--- config.mk ---
export PLATFORM = sky130hd
export DESIGN_NAME = typing_judge
export DESIGN_NICKNAME = d
export VERILOG_FILES = /design/src/rtl/typing_judge.sv
export SDC_FILE = /design/constraint.sdc
export NUM_CORES = 1
export LEC_CHECK = 0
export BUFFER_PORTS_ARGS = -buffer_cell sky130_fd_sc_hd__buf_2
export CELL_PAD_IN_SITES_DETAIL_PLACEMENT = 1
export CELL_PAD_IN_SITES_GLOBAL_PLACEMENT = 2
export CORE_AREA = 3 3 133 135
export DETAILED_ROUTE_END_ITERATION = 16
export DIE_AREA = 0 0 136 138
export GPL_TIMING_DRIVEN = 0
export PLACE_DENSITY_LB_ADDON = 0.3
export SLEW_MARGIN = 10
export SYNTH_ARGS = -nofsm -noshare
export SYNTH_HDL_FRONTEND = slang
export SYNTH_SLANG_ARGS = --single-unit
--- constraint.sdc ---
create_clock -name clk_50 -period 15.85 [get_ports clk_50]
set_input_delay 3.17 -clock clk_50 [delete_from_list [all_inputs] [get_ports clk_50]]
set_output_delay 3.17 -clock clk_50 [all_outputs]
set_load 0.01 [all_outputs]
--- src/rtl/typing_judge.sv ---
// typing_judge: game-logic back end for the letter-typing game.
//
// Holds up to SLOTS falling letters. Each slot stores its letter, column and
// row. Letters fall one row per game tick, are cleared when their key is typed,
// and expire as misses when they fall past the bottom row. Hit and miss scores
// are kept as two-digit BCD counters that wrap 99 -> 00.
//
// Ports:
//   clk_50      in   system clock, all logic on the rising edge
//   rst         in   synchronous active-high reset, highest priority
//   tick        in   one-cycle pulse, advance every active letter one row
//   pause       in   level, freezes falling, matching and acceptance
//   gen_valid   in   one-cycle pulse, new letter offered by the generator
//   gen_ascii   in   offered letter (0x41..0x5A)
//   gen_x       in   offered column, stored unmodified
//   gen_ready   out  combinational: a slot is free and the game is not paused
//   key_valid   in   one-cycle pulse, decoded key
//   key_ascii   in   key code, lower case folded to upper case
//   slot_active out  per-slot occupied flag
//   slot_ascii  out  slot i letter at [8i+7:8i]
//   slot_x      out  slot i column at [6i+5:6i]
//   slot_y      out  slot i row at [5i+4:5i], row 0 is the top
//   hit_h/l     out  BCD hit count, tens/units
//   miss_h/l    out  BCD miss count, tens/units
//   hit_pulse   out  high for the cycle after a matching key
//   miss_pulse  out  high for the cycle after a tick that expired any letter

module typing_judge #(
    parameter int SLOTS = 4,
    parameter int ROWS  = 30
) (
    input  logic                 clk_50,
    input  logic                 rst,
    input  logic                 tick,
    input  logic                 pause,
    input  logic                 gen_valid,
    input  logic [7:0]           gen_ascii,
    input  logic [5:0]           gen_x,
    output logic                 gen_ready,
    input  logic                 key_valid,
    input  logic [7:0]           key_ascii,
    output logic [SLOTS-1:0]     slot_active,
    output logic [8*SLOTS-1:0]   slot_ascii,
    output logic [6*SLOTS-1:0]   slot_x,
    output logic [5*SLOTS-1:0]   slot_y,
    output logic [3:0]           hit_h,
    output logic [3:0]           hit_l,
    output logic [3:0]           miss_h,
    output logic [3:0]           miss_l,
    output logic                 hit_pulse,
    output logic                 miss_pulse
);

    localparam logic [4:0] BOTTOM_ROW = 5'(ROWS - 1);

    logic [SLOTS-1:0] active_q;
    logic [7:0]       ascii_q [SLOTS];
    logic [5:0]       x_q     [SLOTS];
    logic [4:0]       y_q     [SLOTS];

    logic [7:0]       key_folded;
    logic             key_is_letter;
    logic             key_go;
    logic             tick_go;
    logic [SLOTS-1:0] win_oh;
    logic [4:0]       best_y;
    logic             win_found;
    logic             hit_now;
    logic [SLOTS-1:0] free_oh;
    logic             any_free;
    logic             accept;
    logic [SLOTS-1:0] expire;
    logic [3:0]       miss_count;
    logic [7:0]       hit_next;
    logic [7:0]       miss_next;

    // Adds a small increment (0..9) to a two-digit BCD value. The units digit
    // can carry at most once, and the tens digit wraps 9 -> 0 so the counter
    // runs modulo 100.
    function automatic logic [7:0] bcd_add(input logic [3:0] tens,
                                           input logic [3:0] units,
                                           input logic [3:0] inc);
        logic [4:0] sum;
        logic [3:0] tens_out;
        sum      = {1'b0, units} + {1'b0, inc};
        tens_out = tens;
        if (sum >= 5'd10) begin
            sum      = sum - 5'd10;
            tens_out = (tens == 4'd9) ? 4'd0 : tens + 4'd1;
        end
        return {tens_out, sum[3:0]};
    endfunction

    // Fold lower-case key codes onto upper case and flag real letters; any
    // other code is treated as no key at all.
    always_comb begin
        key_folded = key_ascii;
        if (key_ascii >= 8'h61 && key_ascii <= 8'h7A) begin
            key_folded = key_ascii - 8'h20;
        end
        key_is_letter = (key_folded >= 8'h41) && (key_folded <= 8'h5A);
        key_go        = key_valid && !pause && key_is_letter;
        tick_go       = tick && !pause;
    end

    // Pick the matching slot closest to the bottom. The strict greater-than
    // keeps the lowest index when two candidates share a row.
    always_comb begin
        win_oh    = '0;
        best_y    = '0;
        win_found = 1'b0;
        for (int i = 0; i < SLOTS; i++) begin
            if (key_go && active_q[i] && ascii_q[i] == key_folded &&
                (!win_found || y_q[i] > best_y)) begin
                win_oh    = '0;
                win_oh[i] = 1'b1;
                best_y    = y_q[i];
                win_found = 1'b1;
            end
        end
        hit_now = win_found;
    end

    // Lowest-index free slot from registered occupancy only, so a slot freed
    // this cycle is not reused until the next one.
    always_comb begin
        free_oh  = '0;
        any_free = 1'b0;
        for (int i = 0; i < SLOTS; i++) begin
            if (!active_q[i] && !any_free) begin
                free_oh[i] = 1'b1;
                any_free   = 1'b1;
            end
        end
        gen_ready = any_free && !pause;
        accept    = gen_valid && gen_ready;
    end

    // Letters sitting on the bottom row expire on a tick, unless the same
    // cycle's key claims them as a hit. Count them for a single BCD add.
    always_comb begin
        expire     = '0;
        miss_count = '0;
        for (int i = 0; i < SLOTS; i++) begin
            expire[i]  = tick_go && active_q[i] && (y_q[i] == BOTTOM_ROW) && !win_oh[i];
            miss_count = miss_count + {3'b000, expire[i]};
        end
        hit_next  = bcd_add(hit_h, hit_l, 4'd1);
        miss_next = bcd_add(miss_h, miss_l, miss_count);
    end

    // Slot storage. A newly accepted slot was free before the edge, so its
    // load never competes with a hit, an expiry or a fall on the same slot.
    always_ff @(posedge clk_50) begin
        if (rst) begin
            active_q <= '0;
            for (int i = 0; i < SLOTS; i++) begin
                ascii_q[i] <= '0;
                x_q[i]     <= '0;
                y_q[i]     <= '0;
            end
        end else begin
            for (int i = 0; i < SLOTS; i++) begin
                if (accept && free_oh[i]) begin
                    active_q[i] <= 1'b1;
                    ascii_q[i]  <= gen_ascii;
                    x_q[i]      <= gen_x;
                    y_q[i]      <= '0;
                end else if (win_oh[i] || expire[i]) begin
                    active_q[i] <= 1'b0;
                    y_q[i]      <= '0;
                end else if (tick_go && active_q[i]) begin
                    y_q[i] <= y_q[i] + 5'd1;
                end
            end
        end
    end

    // Score counters and the one-cycle event strobes.
    always_ff @(posedge clk_50) begin
        if (rst) begin
            hit_h      <= '0;
            hit_l      <= '0;
            miss_h     <= '0;
            miss_l     <= '0;
            hit_pulse  <= 1'b0;
            miss_pulse <= 1'b0;
        end else begin
            if (hit_now) begin
                {hit_h, hit_l} <= hit_next;
            end
            if (miss_count != 4'd0) begin
                {miss_h, miss_l} <= miss_next;
            end
            hit_pulse  <= hit_now;
            miss_pulse <= (miss_count != 4'd0);
        end
    end

    assign slot_active = active_q;

    for (genvar g = 0; g < SLOTS; g++) begin : g_out
        assign slot_ascii[8*g +: 8] = ascii_q[g];
        assign slot_x[6*g +: 6]     = x_q[g];
        assign slot_y[5*g +: 5]     = y_q[g];
    end

endmodule

==> results.toml <==
[status]
status = "finished clean"

[cells_and_area]
sequential_area_mm2 = 0.002723
n_antenna_cell = 0
most_frequent_cells_in_the_layout = "122 x buf_2, 76 x edfxtp_1, 59 x and2_1"
mostFrequentLayoutCell = "buf_2"
multiInputGateArea_mm2 = 0.002856
area_delta_synth_final_pct = 20.21
num-fill-cells = 1924
fin_cells = 912
design.final.nets = 750
final_layout_size_suffix_gt1_share_pct = 23.27

[clock_network]
worst_setup_hold_path_clk_slew_ns = 0.07
htreeDepth = 3
insertion_delay_ns = 0.36
ctsHoldBuffers = 0
ctsRootBufferMaster = "clkbuf_16"
cts_repair_resize_count = 0
cts_num_sinks = 98
clock_tree.buffer_depth = 2
tritoncts.num_buffers = 9
clock_tree_from_tritoncts = "done"
post-cts-setup-buffer-count = 0

[routing]
vias_per_cell = 5.204
drc_errors = 0
drt_pre_antenna_iters = 4
post_drt_wl_per_cell_um = 19.47
via_count = 4746
route.antenna.remaining_nets = 0
totalWireLength_um = 17760
drt_iter0_drc = 154

[power_and_ir_drop]
power.combinational.fraction_pct = 10.2
power.switching_fraction_pct = 27.12
total_leakage_power_nw = 2.813
peakVddDrop_v = 0.00005042
seq_power_share_pct = 51.1
power.clock.fraction_pct = 38.7
p_per_area_mw_per_mm2 = 82.56
p_int_mw = 0.4200
net-switching-power_mw = 0.1563

[worst_setup_path]
worstRegToRegCells = 40
worst_path_class_setup = "input port to register"
critical_path_required_ns = 16.14
critPathCaptureType = "register"
crit_start = "key_ascii[5]"
crit_slowest_cell = "nor4_2"
worst_path_most_repeated_cell = "ha_1"
rr_startpoint = "ascii_q[0][0]$_SDFFCE_PN0P_"
worstPathMaxFanout = 9
worst_setup_path_start_kind = "input port"
cp_max_stage_delay_ns = 0.67
crit_arrival_ns = 13.63

[min_path]
hold_path.startpoint = "miss_h[1]$_SDFFE_PP0P_"
holdCritPathClass = "register to register"
whs_path_depth = 2

[timing]
finalClockSkew_ns = 0.007717
fin_crit_sh_pct = 84.21
setup_viol = 0
finalMaxSlewViolations = 0
tns_ns = 0
finalHoldViolations = 0
worstMarginPinSlew_ns = 0.9664
maxClockFrequency_ghz = 0.07492
relSlewSlack_pct = 34.89
fin_crit_ns = 13.35
rsz0062_at_grt = "no"

[floorplanning]
dieHeight_um = 138
pin_count = 127
die-width_um = 136
die_footprint_mm2 = 0.01877
floorplan.initialDensity_pct = 35.02
fp.coreArea_mm2 = 0.01658
rows = 47

[logic_synthesis]
yosysWarnings = 0
synth-seq-area-share_pct = 46.89
most_instantiated_flip_flop_cell_in_the_synthesis_netlist = "edfxtp_1"
synth.top_cells.by_area = "edfxtp_1 39%, dfxtp_1 7.6%, ha_1 7.1%"
post_synth.cell_area_avg_um2 = 10.44
yosys.cell_types.count = 68
synth_top_cell_by_area = "edfxtp_1"
syn_nets = 619
number_of_synthesized_flops_with_an_enable_pin = 76
syn_area_mm2 = 0.005807
syn-instance-count = 556
synthDominantCellAreaShare_pct = 39.30
yosys_register_bits = 98
synth-async-reset-ratio_pct = 0

[placed_design]
globalplace.congestion = 0.8773
numPortBuffers = 120
place_hpwl_um = 14030
placedCellCount = 896

[grt]
grt_usage_pct = 19.17
first_global_vias = 5067
grt_first_pass_wirelength_um = 28240
grt_start_max_net_pins = 20
antenna_violations_before_repair = 0
gr-total-overflow = 0

[flow_run]
max-cap-violations = 0
## state kept, by name (all words and copies together) (netlist names), 4 cells and up
| name | count |
|---|---|
| hit_l | 4 |
| hit_h | 4 |
| y_q | 20 |
| miss_h | 4 |
| slot_active | 4 |
| x_q | 24 |
| ascii_q | 32 |
| miss_l | 4 |
## worst paths after layout
path                                  to  slack (ns)
hold reg to reg   miss_h[1]$_SDFFE_PP0P_        0.54
setup reg to reg  miss_h[1]$_SDFFE_PP0P_        5.73
setup / recovery  miss_h[1]$_SDFFE_PP0P_        2.50
hold / removal    miss_h[1]$_SDFFE_PP0P_        0.54
## critical path, delay by kind of cell
family	cells	cell delay, ns
xor gates and xnor gates	1	0.19
buffers and inverters	4	0.42
adders and majority gates	9	2.74
and+or+nand+nor	13	3.45
AOI/OAI and AO/OA	16	3.66
## per-stage QoR
| step | setup WS [ns] | utilization (%) | cell area, um2 | hold WS [ns] | power [mW] |
|---|---|---|---|---|---|
| final | 2.503 | 42.09 | 6980 | 0.5435 | 0.5763 |
| after CTS | 2.458 | 42.09 | 6980 | 0.5396 | 0.5831 |
| after detailed placement | 2.150 | 40.30 | 6683 | 0.5288 | 0.3601 |
| after global routing | 1.544 | 42.09 | 6980 | 0.5723 | 0.5994 |
| after floorplan | 3.869 | - | 5807 | 0.5239 | 0.3324 |
| after global placement | 2.483 | 40.30 | 6683 | 0.5076 | 0.3578 |
## synthesized netlist by cell type, types with 9 or more instances
master and count:
nor2_1 55, nor3_1 10, xnor2_1 33, ha_1 33, and2_1 59, nor4_1 9
nand3_1 22, o21ai_0 10, dfxtp_1 22, a21oi_1 16, clkbuf_1 13, edfxtp_1 76
inv_1 34, nor2b_1 9, nand2_1 19, xor2_1 12
## metal layers
layer / global-route usage, % / vias up / wire [um]
met1: 24.65 / 2352 / 7914
met5: 0 / - / 0
met3: 3.743 / 24 / 744
met4: 7.056 / 0 / 445
li1: - / 2281 / -
met2: 31.92 / 89 / 8652
## power groups by stage
stage                     sequential, mW  combinational, mW  clock (mW)
after floorplan                    0.303             0.0294           0
after global placement             0.300             0.0576           0
after detailed placement           0.301             0.0594           0
after CTS                          0.295             0.0597       0.229
after global routing               0.296             0.0651       0.238
final                              0.295             0.0588       0.223
## logic make-up (layout without fill, tap and decap cells)
kind of cell | after synthesis | after routing | share of synthesized area (%)
flops | 98 | 98 | 46.89
buf+inv | 53 | 189 | 3.922
mux | 7 | 7 | 1.250
fa+ha+maj | 35 | 35 | 7.800
xor+xnor | 45 | 45 | 6.787
simple gates | 225 | 225 | 21.42
compound gates | 93 | 93 | 11.94
## cell type report
cell class / instances / share of cell area, %
Buffer: 19 / 1.434
Clock buffer: 9 / 3.226
Clock inverter: 7 / 1.040
Inverter: 34 / 1.828
Multi-Input combinational cell: 405 / 40.92
Sequential cell: 98 / 39.00
Tap cell: 220 / 3.943
Timing Repair Buffer: 120 / 8.604
Note: power is estimated with default switching activity, not from simulation.
